## src/rtl/lsu_ctrl.sv

```systemverilog
// lsu_ctrl -- MEM-stage load/store sequencer.
//
// Takes the EX/MEM register outputs and runs a single access on the
// data-memory port using a req/gnt/rvalid handshake. stall_o holds EX/MEM
// and all earlier stages until the access completes. The block builds byte
// enables and lane-aligned write data for stores. For loads it shifts the
// returned doubleword down to the addressed bytes and sign- or zero-extends
// the result.
//
// Ports:
//   clk, rst              clock (rising edge), synchronous active-high reset
//   lsu_op_i              operation from EX/MEM (LSU_NONE = no access)
//   mem_write_i           1 for store ops
//   addr_i                byte address
//   store_data_i          store operand, LSB-justified
//   stall_o               freeze EX/MEM and earlier stages
//   load_data_o           extended load result, valid with load_valid_o
//   load_valid_o          one-cycle load completion pulse
//   misaligned_o          access not naturally aligned, no request issued
//   bus_err_o             one-cycle pulse on response timeout
//   dmem_req_o/we_o/addr_o/be_o/wdata_o   memory request channel
//   dmem_gnt_i            request accepted this cycle
//   dmem_rvalid_i         read data valid
//   dmem_rdata_i          read data, doubleword lanes

package lsu_pkg;

    typedef enum logic [3:0] {
        LSU_NONE = 4'd0,
        LSU_LB   = 4'd1,
        LSU_LH   = 4'd2,
        LSU_LW   = 4'd3,
        LSU_LD   = 4'd4,
        LSU_LBU  = 4'd5,
        LSU_LHU  = 4'd6,
        LSU_LWU  = 4'd7,
        LSU_SB   = 4'd8,
        LSU_SH   = 4'd9,
        LSU_SW   = 4'd10,
        LSU_SD   = 4'd11
    } lsu_op_t;

    // log2 of the access size in bytes
    function automatic logic [1:0] op_size(input lsu_op_t op);
        logic [1:0] size;
        case (op)
            LSU_LB, LSU_LBU, LSU_SB: size = 2'd0;
            LSU_LH, LSU_LHU, LSU_SH: size = 2'd1;
            LSU_LW, LSU_LWU, LSU_SW: size = 2'd2;
            default:                 size = 2'd3;
        endcase
        return size;
    endfunction

    function automatic logic is_load(input lsu_op_t op);
        return op inside {LSU_LB, LSU_LH, LSU_LW, LSU_LD,
                          LSU_LBU, LSU_LHU, LSU_LWU};
    endfunction

endpackage

module lsu_ctrl
    import lsu_pkg::*;
#(
    parameter int RESP_TIMEOUT = 255
) (
    input  logic          clk,
    input  logic          rst,
    input  lsu_op_t       lsu_op_i,
    input  logic          mem_write_i,
    input  logic [63:0]   addr_i,
    input  logic [63:0]   store_data_i,
    output logic          stall_o,
    output logic [63:0]   load_data_o,
    output logic          load_valid_o,
    output logic          misaligned_o,
    output logic          bus_err_o,
    output logic          dmem_req_o,
    output logic          dmem_we_o,
    output logic [63:0]   dmem_addr_o,
    output logic [7:0]    dmem_be_o,
    output logic [63:0]   dmem_wdata_o,
    input  logic          dmem_gnt_i,
    input  logic          dmem_rvalid_i,
    input  logic [63:0]   dmem_rdata_i
);

    typedef enum logic [1:0] {IDLE, WAIT_G, WAIT_R, DONE} state_t;

    // The counter only needs to reach RESP_TIMEOUT-1. The last WAIT_R
    // cycle before the timeout is the one where the count equals that value.
    localparam int            CW       = (RESP_TIMEOUT > 1) ? $clog2(RESP_TIMEOUT) : 1;
    localparam logic [CW-1:0] CNT_LAST = CW'(RESP_TIMEOUT - 1);

    state_t        state;
    logic [CW-1:0] cnt;
    lsu_op_t       lat_op;
    logic          lat_we;
    logic [63:0]   lat_addr;
    logic [7:0]    lat_be;
    logic [63:0]   lat_wdata;
    logic [63:0]   load_data_q;

    // Decode of the incoming EX/MEM request
    logic [2:0]  in_off;
    logic [2:0]  in_off_mask;
    logic [7:0]  in_size_be;
    logic        in_valid;
    logic        in_aligned;
    logic        in_issue;
    logic [7:0]  in_be;
    logic [63:0] in_wdata;

    // NOTE: every signal written in an always_comb gets a default first,
    // so no path through the block can leave a value unassigned and infer
    // a latch.
    always_comb begin
        in_off      = addr_i[2:0];
        in_size_be  = 8'h01;
        in_off_mask = 3'd0;
        case (op_size(lsu_op_i))
            2'd0:    begin in_size_be = 8'h01; in_off_mask = 3'd0; end
            2'd1:    begin in_size_be = 8'h03; in_off_mask = 3'd1; end
            2'd2:    begin in_size_be = 8'h0F; in_off_mask = 3'd3; end
            default: begin in_size_be = 8'hFF; in_off_mask = 3'd7; end
        endcase
        in_valid   = (lsu_op_i != LSU_NONE);
        in_aligned = ((in_off & in_off_mask) == 3'd0);
        in_issue   = in_valid && in_aligned;
        in_be      = in_size_be << in_off;
        in_wdata   = store_data_i << {in_off, 3'b000};
    end

    // Select the addressed bytes from the returned doubleword and extend them
    function automatic logic [63:0] extend_load(input lsu_op_t op,
                                                input logic [63:0] raw);
        logic [63:0] res;
        case (op)
            LSU_LB:  res = {{56{raw[7]}},  raw[7:0]};
            LSU_LBU: res = {56'd0,         raw[7:0]};
            LSU_LH:  res = {{48{raw[15]}}, raw[15:0]};
            LSU_LHU: res = {48'd0,         raw[15:0]};
            LSU_LW:  res = {{32{raw[31]}}, raw[31:0]};
            LSU_LWU: res = {32'd0,         raw[31:0]};
            default: res = raw;
        endcase
        return res;
    endfunction

    // NOTE: all state updates in the always_ff use non-blocking assignments,
    // so every register samples the values from before the edge.
    always_ff @(posedge clk) begin
        // NOTE: reset clears every register here. The block has no storage
        // arrays, so nothing is left out of reset.
        if (rst) begin
            state       <= IDLE;
            cnt         <= '0;
            lat_op      <= LSU_NONE;
            lat_we      <= 1'b0;
            lat_addr    <= '0;
            lat_be      <= '0;
            lat_wdata   <= '0;
            load_data_q <= '0;
        end else begin
            case (state)
                IDLE: begin
                    cnt <= '0;
                    if (in_issue) begin
                        lat_op    <= lsu_op_i;
                        lat_we    <= mem_write_i;
                        lat_addr  <= addr_i;
                        lat_be    <= in_be;
                        lat_wdata <= in_wdata;
                        if (!dmem_gnt_i)
                            state <= WAIT_G;
                        else if (is_load(lsu_op_i))
                            state <= WAIT_R;
                        else
                            state <= DONE;
                    end
                end
                WAIT_G: begin
                    cnt <= '0;
                    if (dmem_gnt_i)
                        state <= is_load(lat_op) ? WAIT_R : DONE;
                end
                WAIT_R: begin
                    // rvalid takes priority over a timeout in the same cycle
                    if (dmem_rvalid_i) begin
                        load_data_q <= extend_load(lat_op,
                                           dmem_rdata_i >> {lat_addr[2:0], 3'b000});
                        cnt         <= '0;
                        state       <= DONE;
                    end else if (cnt == CNT_LAST) begin
                        load_data_q <= '0;
                        cnt         <= '0;
                        state       <= DONE;
                    end else begin
                        cnt <= cnt + CW'(1);
                    end
                end
                DONE: begin
                    // EX/MEM still holds the finished op this cycle, so the
                    // inputs are not looked at here. Otherwise the op would
                    // be issued a second time.
                    load_data_q <= '0;
                    state       <= IDLE;
                end
                default: state <= IDLE;
            endcase
        end
    end

    // Output decode. During reset everything is held at zero.
    always_comb begin
        stall_o      = 1'b0;
        load_valid_o = 1'b0;
        misaligned_o = 1'b0;
        bus_err_o    = 1'b0;
        dmem_req_o   = 1'b0;
        dmem_we_o    = 1'b0;
        dmem_addr_o  = '0;
        dmem_be_o    = '0;
        dmem_wdata_o = '0;
        load_data_o  = rst ? '0 : load_data_q;
        if (!rst) begin
            case (state)
                IDLE: begin
                    if (in_valid && !in_aligned) begin
                        misaligned_o = 1'b1;
                    end else if (in_issue) begin
                        stall_o      = 1'b1;
                        dmem_req_o   = 1'b1;
                        dmem_we_o    = mem_write_i;
                        dmem_addr_o  = {addr_i[63:3], 3'b000};
                        dmem_be_o    = in_be;
                        dmem_wdata_o = in_wdata;
                    end
                end
                WAIT_G: begin
                    stall_o      = 1'b1;
                    dmem_req_o   = 1'b1;
                    dmem_we_o    = lat_we;
                    dmem_addr_o  = {lat_addr[63:3], 3'b000};
                    dmem_be_o    = lat_be;
                    dmem_wdata_o = lat_wdata;
                end
                WAIT_R: begin
                    stall_o   = 1'b1;
                    bus_err_o = !dmem_rvalid_i && (cnt == CNT_LAST);
                end
                DONE: begin
                    load_valid_o = is_load(lat_op);
                end
                default: ;
            endcase
        end
    end

endmodule

```

## config.mk

```make
export PLATFORM = sky130hd
export DESIGN_NAME = lsu_ctrl
export DESIGN_NICKNAME = d
export VERILOG_FILES = /design/src/rtl/lsu_ctrl.sv
export SDC_FILE = /design/constraint.sdc
export NUM_CORES = 1
export LEC_CHECK = 0
export ABC_AREA = 1
export CAP_MARGIN = 0
export CORE_MARGIN = 2
export CORE_UTILIZATION = 45
export DETAILED_ROUTE_END_ITERATION = 8
export PLACE_DENSITY = 0.78
export SYNTH_ARGS = -nofsm -noshare
export SYNTH_HDL_FRONTEND = slang
export SYNTH_SLANG_ARGS = --single-unit
```

## constraint.sdc

```tcl
create_clock -name clk -period 9 [get_ports clk]
set_input_delay 2.25 -clock clk [delete_from_list [all_inputs] [get_ports clk]]
set_output_delay 2.25 -clock clk [all_outputs]
set_load 0.01 [all_outputs]
```

==> Yosys cells after proc, flatten, opt, wreduce, memory -nomap -nowiden <==
Memories as Yosys holds them, arrays and structs flattened.
Cells that the tools add are included.
{ "totals": {"out_inout_bits": 206, "n_memories": 1, "register_bits": 215, "wordCells": 102, "romBits": 32} }
{ "op_classes": {"n_shift": 3, "mux": 47, "bitwise_logic": 1, "n_addsub": 1, "n_reduce_logical": 18, "n_eq_ne": 23} }
{ "mem_list": {"columns": ["memory", "depth", "width", "rd", "rd_clocked_by_memory_dff", "write_ports", "line_no", "text"], "rows": [
  ["(name not given)", 16, 2, 1, 0, 0, "46", "case (op)"]
]} }
{ "op_table": {"columns": ["op", "count"], "rows": [
  ["two-way mux 64 bit", 9],
  ["case mux 64 bit (2 select lines)", 3],
  ["case mux 64 bit (6 select lines)", 1],
  ["<< shifter 64 x 6 -> 64 bit", 1],
  [">> shifter 64 x 6 -> 64 bit", 1],
  ["two-way mux 8 bit", 5],
  ["== test 4 x 3 -> 1 bit, second input constant", 8],
  ["case mux 8 bit (2 select lines)", 2],
  ["case mux 8 bit (3 select lines)", 1],
  ["== test 4 x 2 -> 1 bit, second input constant", 4],
  ["two-way mux 1 bit", 16],
  ["nonzero test 7 bit", 2],
  ["two-way mux 2 bit", 5],
  ["case mux 3 bit (3 select lines)", 1],
  ["adder 8 x 1 -> 8 bit, second input constant", 1],
  ["== test 4 x 1 -> 1 bit, second input constant", 2],
  ["== test 8 bit, second input constant", 1],
  ["case mux 2 bit (4 select lines)", 1],
  ["<< shifter 8 x 3 -> 8 bit", 1],
  ["== test 2 bit, second input constant", 3],
  ["case mux 1 bit (2 select lines)", 3],
  ["== test 2 x 1 -> 1 bit, second input constant", 2],
  ["zero test 2 bit", 2],
  ["!= test 2 bit, second input constant", 2],
  ["10 further kinds", 16]
]} }

==> Longest topological paths before layout <==
An unclocked memory read counts as a cell.
{ "depth": {"depth_word": 10, "mapped_depth": 14, "mapped_depth_nobuf": 13} }

==> Worst setup path before layout <==
OpenSTA, ideal clock, no wires.
{ "synth_path": {"path_kind": "in2out", "from": "input port lsu_op_i[0]", "to": "output port dmem_wdata_o[55]", "slack_ns": 2.931, "path_buffers": 2, "cell_stages": 14, "arrival_time_ns": 3.819, "required_ns": 6.750, "path_cell_list": "inv_1 > ha_1 > inv_1 > nor2_1 > inv_1 > nand2_2 > nand2_1 > nand2_1 > nand3_2 > nor2_4 > buf_6 > buf_4 > nand2_1 > a21oi_1"} }
{ "synth_via": {"elab_chain_len": 10, "elab_cells_between_ends": 15, "cone_classes": "eq/ne (2); mux (5); bitwise (1); reduce/logical (6); memory (1)"} }
{ "synth_lines": {"columns": ["element", "line_no", "text"], "rows": [
  ["start: declaration", "69", "input lsu_op_t lsu_op_i,"],
  ["memory (16 x 2 bit)", null, null],
  ["== test 2 bit, or another cell as far along", "121", "case (op_size(lsu_op_i))"],
  ["case mux 3 bit (3 select lines)", "121", null],
  ["bitwise AND 3 bit", "128", "in_aligned = ((in_off & in_off_mask) == 3'd0);"],
  ["zero test 3 bit", "128", null],
  ["logical AND 1 bit or zero test 1 bit (tied branches)", "129, 229", null],
  ["two-way mux 64 bit or logical AND 1 bit (tied branches)", "231, 229", null],
  ["two-way mux 64 bit *", "229", "if (in_valid && !in_aligned) begin"],
  ["case mux 64 bit (2 select lines) *", "227", "case (state)"],
  ["two-way mux 64 bit *", "226", "if (!rst) begin"],
  ["end: declaration", "82", "output logic [63:0] dmem_wdata_o,"]
]} }
Every way passes the cells marked *; elsewhere a longest branch is shown, timed or not.

==> Worst setup path in the final report <==
{ "layout_path": {"from": "input port lsu_op_i[0]", "to": "output port dmem_be_o[6]"} }
{ "layout_via": {"elab_chain_len": 10, "elab_cells_between_ends": 17, "cone_classes": "eq/ne (2); shift (1); mux (6); bitwise (1); reduce/logical (6); memory (1)"} }
{ "layout_lines": {"columns": ["element", "line_no", "text"], "rows": [
  ["memory (16 x 2 bit)", null, null],
  ["== test 2 bit, or another cell as far along", "121", null],
  ["case mux 3 bit (3 select lines)", "121", null],
  ["bitwise AND 3 bit", "128", null],
  ["zero test 3 bit", "128", null],
  ["logical AND 1 bit or zero test 1 bit (tied branches)", "129, 229", null],
  ["two-way mux 8 bit or logical AND 1 bit (tied branches)", "231, 229", null],
  ["two-way mux 8 bit *", "229", null],
  ["case mux 8 bit (2 select lines) *", "227", null],
  ["two-way mux 8 bit *", "226", null],
  ["end: declaration", "81", "output logic [7:0] dmem_be_o,"]
]} }
Marks and branches as above.

==> metrics.csv <==
metric,value,unit
outcome,"complete, no violations",
cts_tree,yes,
grt_pass1_vias,14700,
hold_viol,0,
antenna_found_initial,4,
drtIter0Drc,1725,
async_reset_ff_frac,0,
ant_nets,0,
synth_most_common_cell,nand2_1,
finalSetupViolCount,0,
crit_arrival,5500,ps
clkTransAtPathRegs,50,ps
place.gp.congestion,0.953,
synthTopCellsByCount,"nand2_1, a21oi_1, dfxtp_1",
multi_input_area,7970,um^2
die-height,177,um
synth.area.top_cells,"dfxtp_1, nand2_1, a21oi_1",
netlist_area,13500,um^2
via_per_inst,5.36,
ys_ff_latch,215,
syn2layout_area_growth,35.5,%
critPathRequiredTime,6750,ps
crit_path_end_kind,primary output,
swShare,0.378,
drt_pre_antenna_iters,6,
p_sw,1.33,mW
fin_nets,2820,
hold_class,reg2reg,
p_leak,7.45,nW
ys_types,36,
num_rows,63,
dp_hpwl,36.2,mm
drive_gt1_frac,0.0427,
synth.avg_cell_area,5.81,um^2
fin_crit_sh,0.861,
clock_sinks,215,
grt_pass1_wl,77.6,mm
yosys_warnings,0,
worstSetupPathType,in2out,
ys_seq_area_frac,0.318,
whs,464,ps
maxCapViolCount,0,
fin_tns_setup,0,ps
die_area,31400,um^2
die_w,177,um
clock_power_share,0.299,
placed_area,17500,um^2
vdd_drop_max,0.132,mV
grt_max_degree,154,
synth-main-ff-cell,dfxtp_1,
gr-total-overflow,0,
setup.worst_path.start_class,primary input,
start_util,0.456,
combPwrFrac,0.379,
fmax,129,MHz
stdcell_area,18300,um^2
rsz0062_at_grt,no,
internal_power,2.18,mW
post_drt_wl_per_cell,17.0,um
cts_resized,0,
io_pins,407,
wl,51.3,mm
seqCellArea,4310,um^2
design.core.area,29600,um^2
slew_viol_final,0,
io_buffers,403,
min_period,7750,ps
fin_skew,14.9,ps
clk_latency,520,ps
root_buffer,clkbuf_16,
cp_max_fo,109,
p_seq_frac,0.322,
slew_headroom,0.334,
drc,0,
fillerInstances,2896,
cts.path.max_buffers,3,
holdBufCountCts,0,
vias,16200,
htreeDepth,1,
netlist.area_leader.share,0.318,
tritoncts.num_buffers,25,
grt_usage,0.308,
synthCells,2329,
yosys.area.top_type,dfxtp_1,
synth_edf_count,0,
p_per_area,191,nW/um^2
post-cts-setup-buffer-count,0,
worstMarginPinSlew,998,ps
per-stage QoR:
stage,worst slack (ps),std cells,power [mW],utilization
3_3_place_gp,1260,2971,2.44,0.590
5_1_grt,999,3015,3.71,0.618
3_5_place_dp,1250,2971,2.46,0.590
6_report,1250,3016,3.51,0.618
2_1_floorplan,2930,2331,1.97,-
4_1_cts,1250,3015,3.51,0.618
power by group through the flow:
stage          Combinational [mW]  Clock [mW]  Sequential, mW
6_report                     1.33        1.05            1.13
5_1_grt                      1.46        1.12            1.14
4_1_cts                      1.31        1.06            1.13
3_5_place_dp                 1.31           0            1.15
3_3_place_gp                 1.30           0            1.14
2_1_floorplan               0.835           0            1.13
cell usage in the layout, fill, tap and decap left out, types with 2 or more instances in the layout:
cell             synthesis  layout
ha_1                    11      10
o211ai_1                 3       3
mux2i_1                 13      13
bufinv_16                0       4
dfxtp_2                  0       2
xor2_1                   4       4
and2_1                   3       3
buf_2                   29       3
dfxtp_1                215     213
clkbuf_16                0      25
buf_4                   17      22
nand4_1                  3       3
or2_2                   34      34
xnor2_1                  2       2
inv_2                    3       3
nor2_1                 144     144
a21oi_1                328     328
clkinv_1                 2       2
conb_1                   1       3
clkinv_2                 0       4
clkbuf_1               112       6
inv_1                  132     132
nand2_1                959     959
o31ai_1                  9       9
nor3_1                   5       5
nand3_1                146     146
o21ai_0                122     122
clkinvlp_4               0       3
a211oi_1                 2       2
clkdlybuf4s50_1          0     399
critical path, cell delays in order:
cell	delay [ps]
clkdlybuf4s50_1	580
inv_1	120
ha_1	290
inv_1	40
nor2_1	120
inv_1	70
nand2_2	100
nand2_1	80
nand2_1	150
nand3_2	130
nor2_4	130
buf_12	400
nand2_1	160
a21oi_1	270
clkdlybuf4s50_1	590
state kept, by name (all words and copies together) (netlist names):
signal and flops:
lat_addr 64, lat_we 1, lat_op 4, load_data_q 64, lat_wdata 64, state 2, cnt 8, lat_be 8
logic make-up after synthesis:
group | after synthesis | synth area share
and+or+nand+nor | 1301 | 0.385
AOI/OAI and AO/OA | 469 | 0.177
buffers and inverters | 313 | 0.0960
DFF | 215 | 0.318
muxes | 13 | 0.00962
adders and majority gates | 11 | 0.0102
xor gates and xnor gates | 6 | 0.00389
other | 1 | 0.000277
area by class of cell:
type / instances / share of cell area
diodes: 1 / 0.000137
multi-input cells: 1803 / 0.435
clock inverters: 12 / 0.00949
well taps: 390 / 0.0266
inverters: 137 / 0.0281
repair buffers: 426 / 0.230
clock buffers: 32 / 0.0361
flip-flops and latches: 215 / 0.235
layer usage:
| metal | wire (um) | GRT usage |
|---|---|---|
| met2 | 23600 | 0.510 |
| met1 | 20900 | 0.393 |
| met5 | 16 | 0 |
| met4 | 2040 | 0.112 |
| met3 | 4720 | 0.0690 |
final timing paths:
kind / startpoint / cells past startpoint / slack, ps / to
min: lat_wdata[16] / 2 / 460 / lat_wdata[16]
max reg2reg: lat_addr[2] / 8 / 5720 / load_data_q[30]
max: lsu_op_i[0] / 15 / 1250 / dmem_be_o[6]
min reg2reg: lat_wdata[16] / 2 / 460 / lat_wdata[16]
No activity file was read; power rests on OpenSTA's default activity.
